**config.mk**
```make
export PLATFORM = sky130hd
export DESIGN_NAME = decode_stage_flat
export DESIGN_NICKNAME = d
export VERILOG_FILES = /design/src/rtl/decode_stage_if.sv /design/src/rtl/decode_stage.sv /design/src/flat_wrapper.sv
export SDC_FILE = /design/constraint.sdc
export NUM_CORES = 1
export LEC_CHECK = 0
export CAP_MARGIN = 5
export CORE_MARGIN = 2
export CORE_UTILIZATION = 56
export CTS_BUF_LIST = sky130_fd_sc_hd__clkbuf_16
export DETAILED_ROUTE_END_ITERATION = 8
export PLACE_DENSITY = 0.83
export SETUP_SLACK_MARGIN = 0.1
export SYNTH_ARGS = -nofsm -noshare
export SYNTH_HDL_FRONTEND = slang
export SYNTH_SLANG_ARGS = --single-unit
```
**constraint.sdc**
```tcl
create_clock -name clk -period 6.7 [get_ports clk]
set_input_delay 1.34 -clock clk [delete_from_list [all_inputs] [get_ports clk]]
set_output_delay 1.34 -clock clk [all_outputs]
set_load 0.02 [all_outputs]
```
**src/rtl/decode_stage_if.sv**
```systemverilog
`timescale 1ns/1ps
// Fetch -> decode -> execute handshake bundle, plus the writeback and flush
// signals that execute returns to decode.
interface decode_stage_if #(
  parameter int unsigned REG_INDEX_WIDTH = 4,
  parameter int unsigned DATA_BIT_WIDTH  = 32,
  parameter int unsigned INST_BIT_WIDTH  = 32,
  parameter int unsigned IMM_BIT_WIDTH   = 16
);
  logic                       in_valid;
  logic                       in_ready;
  logic [INST_BIT_WIDTH-1:0]  inst;
  logic [DATA_BIT_WIDTH-1:0]  in_pc;
  logic                       out_valid;
  logic                       out_ready;
  logic [DATA_BIT_WIDTH-1:0]  out_pc;
  logic [4:0]                 alu_fn;
  logic [REG_INDEX_WIDTH-1:0] src_reg1;
  logic [REG_INDEX_WIDTH-1:0] src_reg2;
  logic [REG_INDEX_WIDTH-1:0] dest_reg;
  logic [IMM_BIT_WIDTH-1:0]   imm;
  logic [1:0]                 sel_alu_sr2;
  logic [1:0]                 sel_reg_din;
  logic                       wr_reg;
  logic                       wr_mem;
  logic                       is_branch;
  logic                       is_jump;
  logic                       illegal;
  logic                       wb_valid;
  logic [REG_INDEX_WIDTH-1:0] wb_reg;
  logic                       flush;

  modport slave (
    input  in_valid, inst, in_pc, out_ready, wb_valid, wb_reg, flush,
    output in_ready, out_valid, out_pc, alu_fn, src_reg1, src_reg2, dest_reg,
           imm, sel_alu_sr2, sel_reg_din, wr_reg, wr_mem, is_branch, is_jump, illegal
  );

  modport master (
    output in_valid, inst, in_pc, out_ready, wb_valid, wb_reg, flush,
    input  in_ready, out_valid, out_pc, alu_fn, src_reg1, src_reg2, dest_reg,
           imm, sel_alu_sr2, sel_reg_din, wr_reg, wr_mem, is_branch, is_jump, illegal
  );
endinterface

```
**src/rtl/decode_stage.sv**
```systemverilog
`timescale 1ns/1ps
// Instruction decode stage: registered ID/EX slot with valid/ready handshakes and a
// per-register pending-write scoreboard that stalls read-after-write hazards.
module decode_stage #(
  parameter int unsigned REG_INDEX_WIDTH = 4,
  parameter int unsigned DATA_BIT_WIDTH  = 32,
  parameter int unsigned INST_BIT_WIDTH  = 32,
  parameter int unsigned IMM_BIT_WIDTH   = 16,
  parameter int unsigned PEND_W          = 2
) (
  input logic           clk,
  input logic           rst_n,
  decode_stage_if.slave dec
);
  localparam int unsigned       NREG    = 2 ** REG_INDEX_WIDTH;
  localparam logic [PEND_W-1:0] CNT_MAX = '1;

  localparam logic [3:0] OP_ALUR  = 4'hC;
  localparam logic [3:0] OP_ALUI  = 4'h4;
  localparam logic [3:0] OP_CMPR  = 4'hD;
  localparam logic [3:0] OP_CMPI  = 4'h5;
  localparam logic [3:0] OP_BCOND = 4'h2;
  localparam logic [3:0] OP_SW    = 4'h7;
  localparam logic [3:0] OP_LW    = 4'h3;
  localparam logic [3:0] OP_JAL   = 4'hB;
  localparam logic [3:0] FN_ADD   = 4'h7;
  localparam logic [3:0] FN_MVHI  = 4'hB;
  localparam logic [15:0] BUBBLE  = 16'hDEAD;

  localparam logic [1:0] ALU_SRC2_REG2 = 2'd0;
  localparam logic [1:0] ALU_SRC2_IMM  = 2'd1;
  localparam logic [1:0] ALU_SRC2_IMM4 = 2'd2;
  localparam logic [1:0] ALU_SRC2_ZERO = 2'd3;
  localparam logic [1:0] REG_IN_ALU    = 2'd0;
  localparam logic [1:0] REG_IN_DOUT   = 2'd1;
  localparam logic [1:0] REG_IN_PC4    = 2'd2;
  localparam logic [1:0] REG_IN_IMM    = 2'd3;

  logic [3:0]                 w_fn, w_op;
  logic [REG_INDEX_WIDTH-1:0] w_s1, w_s2, w_rd;
  logic [4:0]                 w_alu_fn;
  logic [1:0]                 w_sel2, w_seli;
  logic                       w_wr_reg, w_wr_mem, w_br, w_jp, w_ill, w_use1, w_use2;
  logic [PEND_W-1:0]          w_cnt_s1, w_cnt_s2, w_cnt_rd;
  logic                       w_hazard, w_in_ready, w_accept, w_flush_kill;

  logic [PEND_W-1:0]          r_cnt [NREG];
  logic                       r_out_valid;
  logic [DATA_BIT_WIDTH-1:0]  r_pc;
  logic [4:0]                 r_alu_fn;
  logic [REG_INDEX_WIDTH-1:0] r_s1, r_s2, r_rd;
  logic [IMM_BIT_WIDTH-1:0]   r_imm;
  logic [1:0]                 r_sel2, r_seli;
  logic                       r_wr_reg, r_wr_mem, r_br, r_jp, r_ill;

  // Field extraction and control decode of the offered instruction.
  always_comb begin
    w_fn     = dec.inst[31:28];
    w_op     = dec.inst[27:24];
    w_rd     = REG_INDEX_WIDTH'(dec.inst[3:0]);
    w_s1     = REG_INDEX_WIDTH'(dec.inst[7:4]);
    w_s2     = REG_INDEX_WIDTH'(dec.inst[11:8]);
    w_alu_fn = '0;
    w_sel2   = ALU_SRC2_REG2;
    w_seli   = REG_IN_ALU;
    w_wr_reg = 1'b0;
    w_wr_mem = 1'b0;
    w_br     = 1'b0;
    w_jp     = 1'b0;
    w_ill    = 1'b0;
    w_use1   = 1'b0;
    w_use2   = 1'b0;
    if (w_op == OP_SW || w_op == OP_BCOND) begin
      w_s1 = REG_INDEX_WIDTH'(dec.inst[3:0]);
      w_s2 = REG_INDEX_WIDTH'(dec.inst[7:4]);
    end
    if (dec.inst[15:0] != BUBBLE) begin
      case (w_op)
        OP_ALUR, OP_CMPR: begin
          w_alu_fn = {w_op == OP_CMPR, w_fn};
          w_wr_reg = 1'b1;
          w_use1   = 1'b1;
          w_use2   = 1'b1;
        end
        OP_ALUI, OP_CMPI: begin
          w_alu_fn = {w_op == OP_CMPI, w_fn};
          w_sel2   = ALU_SRC2_IMM;
          w_seli   = (w_op == OP_ALUI && w_fn == FN_MVHI) ? REG_IN_IMM : REG_IN_ALU;
          w_wr_reg = 1'b1;
          w_use1   = 1'b1;
        end
        OP_LW: begin
          w_alu_fn = {1'b0, FN_ADD};
          w_sel2   = ALU_SRC2_IMM;
          w_seli   = REG_IN_DOUT;
          w_wr_reg = 1'b1;
          w_use1   = 1'b1;
        end
        OP_SW: begin
          w_alu_fn = {1'b0, FN_ADD};
          w_sel2   = ALU_SRC2_IMM;
          w_wr_mem = 1'b1;
          w_use1   = 1'b1;
          w_use2   = 1'b1;
        end
        OP_JAL: begin
          w_alu_fn = {1'b0, FN_ADD};
          w_sel2   = ALU_SRC2_IMM4;
          w_seli   = REG_IN_PC4;
          w_wr_reg = 1'b1;
          w_jp     = 1'b1;
          w_use1   = 1'b1;
        end
        OP_BCOND: begin
          w_br   = 1'b1;
          w_use1 = 1'b1;
          // Compare-against-zero forms fold into the comparator encodings.
          if (w_fn[3:2] == 2'b01) begin
            w_alu_fn = {3'b100, w_fn[1:0]};
            w_sel2   = ALU_SRC2_ZERO;
          end else if (w_fn[3:2] == 2'b10) begin
            w_alu_fn = {3'b111, w_fn[1:0]};
            w_sel2   = ALU_SRC2_ZERO;
          end else begin
            w_alu_fn = {1'b1, w_fn};
            w_use2   = 1'b1;
          end
        end
        default: w_ill = 1'b1;
      endcase
    end
  end

  // Hazard check sees pending counts net of this cycle's writeback, so retirement releases a stall immediately.
  always_comb begin
    w_cnt_s1 = r_cnt[w_s1] - PEND_W'(dec.wb_valid && (dec.wb_reg == w_s1));
    w_cnt_s2 = r_cnt[w_s2] - PEND_W'(dec.wb_valid && (dec.wb_reg == w_s2));
    w_cnt_rd = r_cnt[w_rd] - PEND_W'(dec.wb_valid && (dec.wb_reg == w_rd));
    w_hazard = dec.in_valid && ((w_use1 && (w_cnt_s1 != '0)) ||
                                (w_use2 && (w_cnt_s2 != '0)) ||
                                (w_wr_reg && (w_cnt_rd == CNT_MAX)));
  end

  assign w_in_ready   = !dec.flush && !w_hazard && (!r_out_valid || dec.out_ready);
  assign w_accept     = dec.in_valid && w_in_ready;
  assign w_flush_kill = dec.flush && r_out_valid && r_wr_reg;

  // Pending-write counters: accept adds, writeback and flushed writer subtract.
  always_ff @(posedge clk or negedge rst_n) begin
    if (!rst_n) begin
      for (int unsigned i = 0; i < NREG; i++) r_cnt[i] <= '0;
    end else begin
      for (int unsigned i = 0; i < NREG; i++) begin
        r_cnt[i] <= r_cnt[i]
                  + PEND_W'(w_accept && w_wr_reg && (w_rd == REG_INDEX_WIDTH'(i)))
                  - PEND_W'(dec.wb_valid && (dec.wb_reg == REG_INDEX_WIDTH'(i)))
                  - PEND_W'(w_flush_kill && (r_rd == REG_INDEX_WIDTH'(i)));
      end
    end
  end

  // ID/EX register.
  always_ff @(posedge clk or negedge rst_n) begin
    if (!rst_n) begin
      r_out_valid <= 1'b0;
      r_pc        <= '0;
      r_alu_fn    <= '0;
      r_s1        <= '0;
      r_s2        <= '0;
      r_rd        <= '0;
      r_imm       <= '0;
      r_sel2      <= '0;
      r_seli      <= '0;
      r_wr_reg    <= 1'b0;
      r_wr_mem    <= 1'b0;
      r_br        <= 1'b0;
      r_jp        <= 1'b0;
      r_ill       <= 1'b0;
    end else if (dec.flush) begin
      r_out_valid <= 1'b0;
    end else if (w_accept) begin
      r_out_valid <= 1'b1;
      r_pc        <= dec.in_pc;
      r_alu_fn    <= w_alu_fn;
      r_s1        <= w_s1;
      r_s2        <= w_s2;
      r_rd        <= w_rd;
      r_imm       <= IMM_BIT_WIDTH'(dec.inst[23:8]);
      r_sel2      <= w_sel2;
      r_seli      <= w_seli;
      r_wr_reg    <= w_wr_reg;
      r_wr_mem    <= w_wr_mem;
      r_br        <= w_br;
      r_jp        <= w_jp;
      r_ill       <= w_ill;
    end else if (dec.out_ready) begin
      r_out_valid <= 1'b0;
    end
  end

  assign dec.in_ready    = w_in_ready;
  assign dec.out_valid   = r_out_valid;
  assign dec.out_pc      = r_pc;
  assign dec.alu_fn      = r_alu_fn;
  assign dec.src_reg1    = r_s1;
  assign dec.src_reg2    = r_s2;
  assign dec.dest_reg    = r_rd;
  assign dec.imm         = r_imm;
  assign dec.sel_alu_sr2 = r_sel2;
  assign dec.sel_reg_din = r_seli;
  assign dec.wr_reg      = r_wr_reg;
  assign dec.wr_mem      = r_wr_mem;
  assign dec.is_branch   = r_br;
  assign dec.is_jump     = r_jp;
  assign dec.illegal     = r_ill;
endmodule
```
**src/flat_wrapper.sv**
```systemverilog
// flat-port wrapper written by rule: the top's interface ports become plain ports
module decode_stage_flat 
#(
  parameter int unsigned REG_INDEX_WIDTH = 4,
  parameter int unsigned DATA_BIT_WIDTH  = 32,
  parameter int unsigned INST_BIT_WIDTH  = 32,
  parameter int unsigned IMM_BIT_WIDTH   = 16,
  parameter int unsigned PEND_W          = 2
)
  (clk, rst_n, dec_in_valid, dec_inst, dec_in_pc, dec_out_ready, dec_wb_valid, dec_wb_reg, dec_flush, dec_in_ready, dec_out_valid, dec_out_pc, dec_alu_fn, dec_src_reg1, dec_src_reg2, dec_dest_reg, dec_imm, dec_sel_alu_sr2, dec_sel_reg_din, dec_wr_reg, dec_wr_mem, dec_is_branch, dec_is_jump, dec_illegal);
  decode_stage_if #(.REG_INDEX_WIDTH(REG_INDEX_WIDTH), .DATA_BIT_WIDTH(DATA_BIT_WIDTH), .INST_BIT_WIDTH(INST_BIT_WIDTH), .IMM_BIT_WIDTH(IMM_BIT_WIDTH)) dec_i ();
  input logic clk;
  input logic rst_n;
  input wire logic [$bits(dec_i.in_valid)-1:0] dec_in_valid;
  input wire logic [$bits(dec_i.inst)-1:0] dec_inst;
  input wire logic [$bits(dec_i.in_pc)-1:0] dec_in_pc;
  input wire logic [$bits(dec_i.out_ready)-1:0] dec_out_ready;
  input wire logic [$bits(dec_i.wb_valid)-1:0] dec_wb_valid;
  input wire logic [$bits(dec_i.wb_reg)-1:0] dec_wb_reg;
  input wire logic [$bits(dec_i.flush)-1:0] dec_flush;
  output wire logic [$bits(dec_i.in_ready)-1:0] dec_in_ready;
  output wire logic [$bits(dec_i.out_valid)-1:0] dec_out_valid;
  output wire logic [$bits(dec_i.out_pc)-1:0] dec_out_pc;
  output wire logic [$bits(dec_i.alu_fn)-1:0] dec_alu_fn;
  output wire logic [$bits(dec_i.src_reg1)-1:0] dec_src_reg1;
  output wire logic [$bits(dec_i.src_reg2)-1:0] dec_src_reg2;
  output wire logic [$bits(dec_i.dest_reg)-1:0] dec_dest_reg;
  output wire logic [$bits(dec_i.imm)-1:0] dec_imm;
  output wire logic [$bits(dec_i.sel_alu_sr2)-1:0] dec_sel_alu_sr2;
  output wire logic [$bits(dec_i.sel_reg_din)-1:0] dec_sel_reg_din;
  output wire logic [$bits(dec_i.wr_reg)-1:0] dec_wr_reg;
  output wire logic [$bits(dec_i.wr_mem)-1:0] dec_wr_mem;
  output wire logic [$bits(dec_i.is_branch)-1:0] dec_is_branch;
  output wire logic [$bits(dec_i.is_jump)-1:0] dec_is_jump;
  output wire logic [$bits(dec_i.illegal)-1:0] dec_illegal;
  assign dec_i.in_valid = dec_in_valid;
  assign dec_i.inst = dec_inst;
  assign dec_i.in_pc = dec_in_pc;
  assign dec_i.out_ready = dec_out_ready;
  assign dec_i.wb_valid = dec_wb_valid;
  assign dec_i.wb_reg = dec_wb_reg;
  assign dec_i.flush = dec_flush;
  assign dec_in_ready = dec_i.in_ready;
  assign dec_out_valid = dec_i.out_valid;
  assign dec_out_pc = dec_i.out_pc;
  assign dec_alu_fn = dec_i.alu_fn;
  assign dec_src_reg1 = dec_i.src_reg1;
  assign dec_src_reg2 = dec_i.src_reg2;
  assign dec_dest_reg = dec_i.dest_reg;
  assign dec_imm = dec_i.imm;
  assign dec_sel_alu_sr2 = dec_i.sel_alu_sr2;
  assign dec_sel_reg_din = dec_i.sel_reg_din;
  assign dec_wr_reg = dec_i.wr_reg;
  assign dec_wr_mem = dec_i.wr_mem;
  assign dec_is_branch = dec_i.is_branch;
  assign dec_is_jump = dec_i.is_jump;
  assign dec_illegal = dec_i.illegal;
  decode_stage #(.REG_INDEX_WIDTH(REG_INDEX_WIDTH), .DATA_BIT_WIDTH(DATA_BIT_WIDTH), .INST_BIT_WIDTH(INST_BIT_WIDTH), .IMM_BIT_WIDTH(IMM_BIT_WIDTH), .PEND_W(PEND_W)) u_core (.clk(clk), .rst_n(rst_n), .dec(dec_i));
endmodule
```
# Word level (Yosys, flattened, before mapping)
# Cells that the tools add are included.
[totals]
ff_bits = 107
in_bits = 74
output_inout_bits = 76
elab_cells = 273
[op_classes]
bitwise_logic = 4
reduce_logical = 83
n_eq_ne = 61
addsub = 51
mux = 41
magnitude_cmp = 3
[op_table]
columns = ["cell", "count"]
rows = [
  ["4-bit == test, second input constant", 28],
  ["2-bit by 1-bit subtractor with 2-bit output", 35],
  ["1-bit logical AND", 62],
  ["4-bit by 3-bit == test with 1-bit output, second input constant", 15],
  ["2-bit by 1-bit adder with 2-bit output", 16],
  ["4-bit by 2-bit == test with 1-bit output, second input constant", 8],
  ["2-bit binary-select mux with 4-bit select", 3],
  ["2-bit two-way mux", 11],
  ["5-bit one-hot mux with 4 select lines", 1],
  ["1-bit two-way mux", 18],
  ["16-bit != test, second input constant", 1],
  ["5-bit greater-or-equal comparator, second input constant", 3],
  ["4-bit inverter with 5-bit output", 3],
  ["4-bit by 1-bit == test with 1-bit output, second input constant", 3],
  ["4-bit == test", 3],
  ["4-bit logical NOT", 3],
  ["4-bit two-way mux", 3],
  ["2-bit one-hot mux with 3 select lines", 2],
  ["5-bit two-way mux", 2],
  ["8-bit OR reduction", 1],
  ["3-bit OR reduction", 2],
  ["6-bit OR reduction", 1],
  ["2-bit == test, second input constant", 2],
  ["1-bit logical OR", 4],
  ["9 further kinds", 13],
]

# Logic depth before layout (Yosys ltp)
# Gate-level depths: netlist (run 1).
[depth]
ltp_word = 22
mapped_depth = 18
depth_no_buf = 15

# Least setup slack after synthesis (run 1)
# No wires, ideal clock.
[synth_timing]
path_type = "input port to flip-flop"
from = "in dec_inst[0]"
to = "reg u_core.r_cnt[31] in the netlist's numbering"
arrival_time_ps = 5323
t_required_ps = 6576
cell_stages = 18
n_path_buf = 4
path_slack_ps = 1253
setup_ps = 124
cell_sequence = "buf_2 -> buf_1 -> mux4_2 -> mux4_2 -> inv_1 -> ha_1 -> xnor2_1 -> nor3_1 -> inv_1 -> nand3_1 -> nand3b_2 -> buf_2 -> buf_2 -> nor4_1 -> fa_1 -> ha_1 -> xor2_1 -> xnor2_1"
[synth_between]
elab_chain_len = 20
word_cells_on_any_way = 37
classes_between = "add/sub (5); eq/ne (4); mux (10); bitwise (2); reduce/logical (16)"
[synth_rtl]
columns = ["item", "line_no", "text"]
rows = [
  ["start, declared", "flat_wrapper.sv:15", "input wire logic [$bits(dec_i.inst)-1:0] dec_inst;"],
  ["4-bit two-way mux", "decode_stage.sv:73", "if (w_op == OP_SW || w_op == OP_BCOND) begin"],
  ["4-bit inverter with 5-bit output (implied by the code)", "decode_stage.sv:136", "w_cnt_s1 = r_cnt[w_s1] - PEND_W'(dec.wb_valid && (dec.wb_reg == w_s1));"],
  ["2-bit binary-select mux with 4-bit select", "decode_stage.sv:136", ""],
  ["2-bit two-way mux (implied by the code) (2 in series)", "decode_stage.sv:136", ""],
  ["2-bit by 1-bit subtractor with 2-bit output", "decode_stage.sv:136", ""],
  ["2-bit nonzero test", "decode_stage.sv:139", "w_hazard = dec.in_valid && ((w_use1 && (w_cnt_s1 != '0)) ||"],
  ["1-bit logical AND", "decode_stage.sv:139", ""],
  ["1-bit logical OR", "decode_stage.sv:139", ""],
  ["[... 2 more ...]", "-", ""],
  ["1-bit logical NOT", "decode_stage.sv:144", "assign w_in_ready = !dec.flush && !w_hazard && (!r_out_valid || dec.out_ready);"],
  ["1-bit logical AND (2 in series)", "decode_stage.sv:144", ""],
  ["1-bit logical AND", "decode_stage.sv:145", "assign w_accept = dec.in_valid && w_in_ready;"],
  ["1-bit logical AND", "decode_stage.sv:155", "+ PEND_W'(w_accept && w_wr_reg && (w_rd == REG_INDEX_WIDTH'(i)))"],
  ["1-bit logical AND *", "decode_stage.sv:155", ""],
  ["2-bit by 1-bit adder with 2-bit output *", "decode_stage.sv:155", ""],
  ["2-bit by 1-bit subtractor with 2-bit output *", "decode_stage.sv:156", "- PEND_W'(dec.wb_valid && (dec.wb_reg == REG_INDEX_WIDTH'(i)))"],
  ["2-bit by 1-bit subtractor with 2-bit output *", "decode_stage.sv:157", "- PEND_W'(w_flush_kill && (r_rd == REG_INDEX_WIDTH'(i)));"],
  ["end signal, assigned by index", "decode_stage.sv:154", "r_cnt[i] <= r_cnt[i]"],
  ["end, declared", "decode_stage.sv:47", "logic [PEND_W-1:0] r_cnt [NREG];"],
]
# Every way passes the cells marked *; elsewhere a longest branch is shown, timed or not. The select of a mux whose other input is x is not followed.
# A chain may end at the register's enable or synchronous reset.

# Final worst setup path (run 1)
[layout_timing]
from = "in dec_inst[25]"
to = "out dec_in_ready"
[layout_between]
elab_chain_len = 16
word_cells_on_any_way = 45
classes_between = "add/sub (2); eq/ne (10); mux (14); bitwise (2); reduce/logical (17)"
[layout_rtl]
columns = ["item", "line_no", "text"]
rows = [
  ["4-bit by 3-bit == test with 1-bit output / 4-bit by 2-bit == test with 1-bit output (equally long branches)", "decode_stage.sv:73, decode_stage.sv:78", ""],
  ["1-bit logical OR", "decode_stage.sv:73", ""],
  ["4-bit two-way mux", "decode_stage.sv:73", ""],
  ["4-bit inverter with 5-bit output (on tied branches)", "decode_stage.sv:136, decode_stage.sv:137", ""],
  ["2-bit binary-select mux with 4-bit select (on tied branches)", "decode_stage.sv:136, decode_stage.sv:137", ""],
  ["2-bit two-way mux (on tied branches) (2 in series)", "decode_stage.sv:136, decode_stage.sv:137", ""],
  ["2-bit by 1-bit subtractor with 2-bit output (on tied branches)", "decode_stage.sv:136, decode_stage.sv:137", ""],
  ["2-bit nonzero test (on tied branches)", "decode_stage.sv:139, decode_stage.sv:140", ""],
  ["1-bit logical AND (on tied branches)", "decode_stage.sv:139, decode_stage.sv:140", ""],
  ["1-bit logical OR", "decode_stage.sv:139", ""],
  ["1-bit logical OR *", "decode_stage.sv:140", "(w_use2 && (w_cnt_s2 != '0)) ||"],
  ["1-bit logical AND *", "decode_stage.sv:139", ""],
  ["1-bit logical NOT *", "decode_stage.sv:144", ""],
  ["1-bit logical AND * (2 in series)", "decode_stage.sv:144", ""],
  ["end, declared", "flat_wrapper.sv:21", "output wire logic [$bits(dec_i.in_ready)-1:0] dec_in_ready;"],
]
# Marks and branches as above.

==> results.cfg, run 1 <==
[min_path]
hold_depth = 1
min_from = u_core.dec.alu_fn[1]$_DFFE_PN0P_
hold_path_class = reg2reg

[grt]
grt_first_pass_wirelength_mm = 37.1
grt.overflow.total = 0
grt_max_degree = 74
first_global_vias = 6481
antenna_found_initial = 0
globalRouteTotalUtil_pct = 37.1

[detailed_routing]
via_per_inst = 6.41
ant_nets = 0
dr.pass1.iters = 6
drt_wl_total_mm = 24.1
wl_per_cell_um = 24.0
post-route-drc-count = 0
vias = 6447
drtIter0Drc = 769

[power]
power_frac_clock_pct = 15.4
p_seq_share_pct = 39.3
combPwrFrac_pct = 45.3
p_sw_share_pct = 40.8
p_sw_mw = 1.35
peakVddDrop_v = 0.000312
p_per_area_mw_per_mm2 = 362
p_leak_nw = 3.80
p_int_mw = 1.96
p_total_mw = 3.31

[critical_path]
critPathKind = in2out
cp-startpoint = dec_inst[25]
r2r-start = u_core.r_cnt[14]$_DFF_PN0_
reg2reg_depth = 15
cp-end-kind = output pin
critPathSlowestCell = clkdlybuf4s50_1
crit_path_max_incr_delay_ns = 0.65
cp.arrival_ns = 5.11
path_cells = clkdlybuf4s50_1, nand2b_1, buf_4, buf_4, o21ai_1, nand2_1, mux2i_1, a221oi_2, mux2i_1, o31ai_4, nand3_1, a21boi_0, clkdlybuf4s50_1
cp_max_fo = 13
cp.required_ns = 5.36
critPathLaunchType = input port

[die]
num_rows = 41
core_sq_mm = 0.0125
ios = 150
die_w_um = 116
start_util_pct = 56.8
die_h_um = 116
die_area_sq_mm = 0.0136

[clock_network]
cts_tree = built
hold_buffers = 0
clock-sinks = 107
root_buffer = clkbuf_16
clock_latency_ns = 0.36
clk_pin_slew_ns = 0.07
cts_resized = 0
cts_setup_buffers = 0
htree_levels = 3
numCtsBuffers = 9
max-clock-path-buffers = 2

[yosys]
netlist_area_sq_mm = 0.00709
postSynthCellCount = 677
synth-seq-cells = 107
async_reset_ff_share_pct = 100
synth_cell_types = 72
synth_edf_count = 0
ys.flop_type = dfrtp_1
seq_area_frac_synth_pct = 37.8
yosysWarnings = 0
syn_area_per_cell_sq_um = 10.5
synth.net_count = 787

[final_layout]
fillers = 881
n_antenna_cell = 0
final_common_cell = clkdlybuf4s50_1
stdcell_count = 1005
synthToLayoutAreaGrowth_pct = 29.0
final_cell_mix = clkdlybuf4s50_1, dfrtp_1, mux2_2
nets = 939
drive_above_1_share_pct = 17.9

[place]
io_buffers = 149
dp.cells = 990
gp_congestion = 1.01
place.detailed.hpwl_mm = 18.6
pre_cts_slack_ns = 0.288

[timing]
skew_ns = 0.0112
fin_crit_ns = 6.45
finalHoldViolCount = 0
fin_ws_ns = 0.251
finalCritPeriodShare_pct = 96.3
worst_pin_slew_ns = 0.910
fmax_ghz = 0.155
setup_viol = 0
relSlewSlack_pct = 39.3
finalSetupTns_ns = 0
slew_viol_final = 0
rsz0062_at_grt = no

[outcome]
outcome = finished clean

[job]
maxCapViolCount = 0
[synth_stat cells (all sizes together) (7+ instances only)]
cell type / count / area, sq um
fa: 16 / 320
nand4: 7 / 43.8
xnor2: 29 / 273
dfrtp: 107 / 2680
nand3: 28 / 145
nand2: 40 / 153
and3: 10 / 62.6
ha: 20 / 250
o21ai: 22 / 114
inv: 23 / 86.3
a21oi: 18 / 90.1
nand2b: 23 / 144
nor4: 10 / 62.6
or4: 10 / 75.1
nor2: 42 / 158
mux4: 10 / 225
mux2i: 10 / 100
clkbuf: 16 / 60.1
a211oi: 13 / 97.6
or2: 7 / 43.8
nor3: 22 / 110
xor2: 10 / 95.1
mux2: 72 / 811
buf: 24 / 130
[cell type report]
class / count / area, sq um / share of cell area [%]
well taps: 172 / 215 / 2.35
repair buffers: 181 / 1730 / 18.9
inverters: 23 / 86.3 / 0.944
clock buffers: 9 / 225 / 2.46
clock inverters: 6 / 53.8 / 0.588
multi-input cells: 507 / 4160 / 45.5
flip-flops and latches: 107 / 2680 / 29.3
[critical path: cells and delay by family]
kind | cells | cell delay [ns]
compound gates | 4 | 1.16
buf+inv | 4 | 1.66
mux | 2 | 0.37
simple gates | 3 | 0.56
[final timing paths]
path                                                       to  slack, ns
setup / recovery                                 dec_in_ready       0.25
hold / removal               u_core.dec.alu_fn[1]$_DFFE_PN0P_       0.50
setup reg to reg                   u_core.r_cnt[11]$_DFF_PN0_       2.24
hold reg to reg              u_core.dec.alu_fn[1]$_DFFE_PN0P_       0.50
max in group asynchronous  u_core.dec.src_reg2[2]$_DFFE_PN0P_       4.50
min in group asynchronous       u_core.dec.imm[0]$_DFFE_PN0P_       0.98
[per-layer routing]
layer / wire, um / up-vias / GRT usage [%]
li1: - / 2785 / -
met1: 9290 / 3166 / 48.4
met2: 11200 / 405 / 58.6
met3: 2610 / 91 / 9.65
met4: 1070 / 0 / 16.9
met5: 0 / - / 0
[power groups by stage]
stage               Combinational, mW  Clock, mW  Sequential, mW
floorplan                       0.595          0            1.39
global placement                 1.44          0            1.27
detailed placement               1.49          0            1.29
CTS                              1.50      0.520            1.28
global route                     1.59      0.545            1.33
finish                           1.50      0.509            1.30
[cells by family after synthesis]
kind of cell,share of synthesized area [%]
xor gates and xnor gates,5.19
AOI/OAI and AO/OA,12.8
DFF,37.8
adders and majority gates,8.05
and+or+nand+nor,16.2
buffers and inverters,3.90
muxes,16.0
[per-stage QoR]
step / hold slack, ns / area (sq um) / utilization [%]
global placement: 0.483 / 8850 / 71.0
CTS: 0.502 / 9130 / 73.3
floorplan: 0.470 / 7090 / -
finish: 0.504 / 9140 / 73.4
detailed placement: 0.485 / 8850 / 71.0
global route: 0.522 / 9140 / 73.4
No activity file was read; power rests on OpenSTA's default activity.
==> run 2, diff against run 1 <==
--- a/config.mk
+++ b/config.mk
@@ -5,7 +5,6 @@
 export SDC_FILE = /design/constraint.sdc
 export NUM_CORES = 1
 export LEC_CHECK = 0
-export CAP_MARGIN = 5
 export CORE_MARGIN = 2
 export CORE_UTILIZATION = 56
 export CTS_BUF_LIST = sky130_fd_sc_hd__clkbuf_16
==> results of run 2 <==
The final DEF is identical to that of run 1; final timing and power are the same.
